File: src/rtl/retire_trace_buffer.sv
// Retirement trace queue beside writeback: records every retiring instruction
// for an off-core consumer and counts retirements and drops.
module retire_trace_buffer #(
    parameter int DEPTH = 8,
    parameter int SEQ_W = 16
) (
    input  logic                     clk,
    input  logic                     reset,
    input  logic                     clr,
    input  logic                     wb_valid,
    input  logic [31:0]              wb_instr,
    input  logic [4:0]               wb_rd,
    input  logic                     wb_regwrite,
    input  logic [31:0]              wb_data,
    output logic                     trace_valid,
    input  logic                     trace_ready,
    output logic [31:0]              trace_instr,
    output logic [4:0]               trace_rd,
    output logic                     trace_we,
    output logic [31:0]              trace_data,
    output logic [SEQ_W-1:0]         trace_seq,
    output logic [$clog2(DEPTH):0]   level,
    output logic [31:0]              retired_count,
    output logic [15:0]              dropped_count,
    output logic                     overflow
);

    localparam int AW = $clog2(DEPTH);
    localparam int LW = AW + 1;

    typedef struct packed {
        logic [31:0]      instr;
        logic [4:0]       rd;
        logic             we;
        logic [31:0]      data;
        logic [SEQ_W-1:0] seq;
    } rec_t;

    rec_t          mem [DEPTH];
    rec_t          head;
    rec_t          wr_rec;
    logic [AW-1:0] wr_ptr;
    logic [AW-1:0] rd_ptr;
    logic          full;
    logic          pop;
    logic          push;
    logic          drop;

    assign trace_valid = (level != '0);
    assign full        = (level == LW'(DEPTH));
    assign pop         = trace_valid & trace_ready & ~clr;
    // A full queue still accepts when the head leaves in the same cycle.
    assign push        = wb_valid & ~clr & (~full | (trace_valid & trace_ready));
    assign drop        = wb_valid & ~clr & ~push;

    always_comb begin
        wr_rec       = '0;
        wr_rec.instr = wb_instr;
        wr_rec.rd    = wb_rd;
        wr_rec.we    = wb_regwrite & (wb_rd != 5'd0);
        wr_rec.data  = wb_data;
        wr_rec.seq   = retired_count[SEQ_W-1:0];
    end

    // Storage is deliberately not reset; the head is masked while empty.
    always_ff @(posedge clk) begin
        if (push) begin
            mem[wr_ptr] <= wr_rec;
        end
    end

    assign head        = mem[rd_ptr];
    assign trace_instr = trace_valid ? head.instr : '0;
    assign trace_rd    = trace_valid ? head.rd    : '0;
    assign trace_we    = trace_valid ? head.we    : 1'b0;
    assign trace_data  = trace_valid ? head.data  : '0;
    assign trace_seq   = trace_valid ? head.seq   : '0;

    always_ff @(posedge clk or posedge reset) begin
        if (reset) begin
            wr_ptr        <= '0;
            rd_ptr        <= '0;
            level         <= '0;
            retired_count <= '0;
            dropped_count <= '0;
            overflow      <= 1'b0;
        end else if (clr) begin
            wr_ptr        <= '0;
            rd_ptr        <= '0;
            level         <= '0;
            retired_count <= '0;
            dropped_count <= '0;
            overflow      <= 1'b0;
        end else begin
            if (push) begin
                wr_ptr <= wr_ptr + AW'(1);
            end
            if (pop) begin
                rd_ptr <= rd_ptr + AW'(1);
            end
            case ({push, pop})
                2'b10:   level <= level + LW'(1);
                2'b01:   level <= level - LW'(1);
                default: level <= level;
            endcase
            if (wb_valid) begin
                retired_count <= retired_count + 32'd1;
            end
            if (drop) begin
                overflow <= 1'b1;
                if (dropped_count != 16'hFFFF) begin
                    dropped_count <= dropped_count + 16'd1;
                end
            end
        end
    end

endmodule

File: config.mk
export PLATFORM = sky130hd
export DESIGN_NAME = retire_trace_buffer
export DESIGN_NICKNAME = d
export VERILOG_FILES = /design/src/rtl/retire_trace_buffer.sv
export SDC_FILE = /design/constraint.sdc
export NUM_CORES = 1
export LEC_CHECK = 0
export ABC_AREA = 1
export CORE_ASPECT_RATIO = 0.7
export CORE_MARGIN = 2
export CORE_UTILIZATION = 53
export DETAILED_ROUTE_END_ITERATION = 10
export MAX_ROUTING_LAYER = met4
export PLACE_DENSITY_LB_ADDON = 0.1
export SETUP_SLACK_MARGIN = 0.05
export SKIP_LAST_GASP = 1
export SLEW_MARGIN = 40
export SYNTH_ARGS = -nofsm -noshare
export SYNTH_HDL_FRONTEND = slang
export SYNTH_SLANG_ARGS = --single-unit
File: constraint.sdc
create_clock -name clk -period 5 [get_ports clk]
set_clock_uncertainty 0.15 [all_clocks]
set_input_delay 0.5 -clock clk [delete_from_list [all_inputs] [get_ports clk]]
set_output_delay 0.5 -clock clk [all_outputs]
set_load 0.02 [all_outputs]
==> impl_metrics.tcl <==
set metrics [dict create \
    timing_hold_violations_final 0 \
    cp.required_ps 4350 \
    routed_via_density 5.764 \
    post_dp_cell_area_mm2 0.03317 \
    drc 0 \
    dp.cells 3305 \
    synth_top_cell_by_area "edfxtp_1" \
    worstMarginPinSlew_ps 924.6 \
    vdd.ir_drop.worst_uv 378.4 \
    dr_total_vias 19830 \
    rows 73 \
    worst_hold_path_type "input pin to async pin" \
    grt_overflow 0 \
    synth-edff-count 688 \
    track_usage_pct 24.82 \
    h-tree-depth 3 \
    cts_tree "built" \
    synthTopCellsByArea "edfxtp_1 (68%), nor2_1 (7.1%), dfrtp_1 (4.8%)" \
    fmax_mhz 237.9 \
    slowest_stage "clkdlybuf4s50_1" \
    cts_hold_buf 0 \
    drv_slew 0 \
    synthArstFlopShare_pct 7.898 \
    synth_top_cell_area_share_pct 67.75 \
    cp-end-kind "output port" \
    cts_setup_buffers 0 \
    cts_resized 0 \
    route.final.wire_length_um 71470 \
    synth_most_common_cell "edfxtp_1" \
    startpoint_type "register" \
    ys.warnings.count 0 \
    insertion_delay_ps 600 \
    grt_first_pass_wirelength_um 110700 \
    numPortBuffers 214 \
    cts_max_path_buffers 3 \
    drv_cap 0 \
    place_hpwl_um 37850 \
    cp_max_fo 117 \
    rsz0062_at_grt "false" \
    final_nets 2711 \
    avgSynthCellArea_um2 12.37 \
    path_class "register to output port" \
    core_area_mm2 0.05681 \
    gp_congestion 0.8748 \
    synth_common_cells "edfxtp_1 (688), nor2_1 (573), o21ai_1 (266)" \
    antenna_found_initial 2 \
    ys_ff_latch 747 \
    path_cells "buf_12 -> buf_16 -> o21ai_0 -> o22ai_1 -> o21ai_1 -> a31oi_1 -> clkdlybuf4s50_1" \
    routedWlPerCell_um 20.77 \
    cts_root_buf "clkbuf_16" \
    synth-main-ff-cell "edfxtp_1" \
    firstDrtPassIters 5 \
    stdcell_area_mm2 0.03550 \
    initial_utilization_pct 53.67 \
    powerDensity_mw_per_mm2 501.9 \
    cts.clk_slew.worst_paths_ps 60 \
    period_share_pct 84.07 \
    antenna_left 0 \
    relSlewSlack_pct 38.36 \
    setup_viol 0 \
    final_util_pct 62.48 \
    area_growth_pct 16.40 \
    layout-drive-gt1-share_pct 8.110 \
    min_period_ps 4203 \
    crit_path_max_incr_delay_ps 720 \
    die_x_um 290.7 \
    grt_max_degree 175 \
    synthesis.nets 2546 \
    status "finished clean" \
    drtIter0Drc 1685 \
    synth_area_mm2 0.03049 \
    synthCells 2465 \
    ys_types 49 \
    layoutNonFillerInstCount 3440 \
    numCtsBuffers 71 \
    ioPinCount 215 \
    cts_sinks 747 \
    die-area_mm2 0.05950 \
    die_y_um 204.7 \
    ys_seq_area_share_pct 72.59 \
    grt_pass1_vias 19280 \
    p_leak_nw 11.88 \
    cp.arrival_ps 3550 \
]
-- power by group --
| part | switching (mW) | leakage [nW] | internal [mW] |
|---|---|---|---|
| combinational | 3.46 | 3.71 | 2.01 |
| sequential | 0.110 | 7.06 | 6.99 |
| clock | 2.25 | 1.11 | 2.99 |
| total | 5.82 | 11.9 | 12.0 |
-- critical path: cells and delay by family (launching register included) --
kind	cells	cell delay, ps
flops	1	450
buf+inv	3	1410
compound gates	4	960
-- state kept, by name, summed over array words and instances (netlist names) --
register       cells
dropped_count     16
level              4
mem              688
overflow           1
rd_ptr             3
retired_count     32
wr_ptr             3
-- routing by layer --
| layer | routed length [um] | track usage, % | vias to the layer above |
|---|---|---|---|
| li1 | - | - | 9312 |
| met1 | 32610 | 34.73 | 9857 |
| met2 | 33500 | 38.05 | 558 |
| met3 | 3904 | 4.210 | 100 |
| met4 | 1447 | 6.847 | 0 |
| met5 | 0 | - | - |
-- cell usage in the layout (no fill, tap or decap), types with 17 or more instances in the layout --
| master | n |
|---|---|
| clkbuf_16 | 76 |
| nor2_1 | 565 |
| o21ai_0 | 193 |
| clkinv_2 | 17 |
| nand2_1 | 115 |
| nand3_1 | 38 |
| a21oi_1 | 17 |
| inv_1 | 53 |
| o22ai_1 | 87 |
| edfxtp_1 | 688 |
| o21ai_1 | 266 |
| dfrtp_1 | 57 |
| clkdlybuf4s50_1 | 214 |
| buf_4 | 30 |
| nand4_1 | 21 |
| clkbuf_1 | 18 |
| a31oi_1 | 87 |
-- worst paths after layout --
path	startpoint	endpoint	slack (ps)	cells after the start
max in group asynchronous	reset	rd_ptr[1]$_DFFE_PP0P_	3610	3
min reg2reg	retired_count[31]$_DFFE_PP0P_	retired_count[31]$_DFFE_PP0P_	400	2
max	rd_ptr[1]$_DFFE_PP0P_	trace_instr[0]	800	7
min in group clk	retired_count[31]$_DFFE_PP0P_	retired_count[31]$_DFFE_PP0P_	400	2
max reg2reg	level[0]$_DFFE_PP0P_	level[3]$_DFFE_PP0P_	2390	12
min	reset	retired_count[28]$_DFFE_PP0P_	180	2
-- through the flow --
stage	hold WS, ps	setup slack [ps]	TNS, ps	total power, mW
after floorplan	403.5	-295.8	-199390	10.58
after global placement	382.9	1503	0	12.63
after detailed placement	398.5	1446	0	12.70
after CTS	171.8	783.4	0	17.94
after global routing	237.8	659.8	0	18.65
final	180.6	796.7	0	17.81
-- cell families after synthesis --
kind of cell	share of synthesized area, %
xor+xnor	0.2585
compound gates	11.93
simple gates	11.13
buf+inv	3.841
flops	72.59
fa+ha+maj	0.2462
-- layout make-up --
class                           instances  area [um2]
Antenna cell                            2       5.005
Clock buffer                           94        1969
Clock inverter                         37       292.8
Fill cell                            4421       21320
Inverter                               68       274.0
Multi-Input combinational cell       1485        7254
Sequential cell                       747       22140
Tap cell                              750       938.4
Timing Repair Buffer                  257        2618
(Power assumes the default switching activity.)
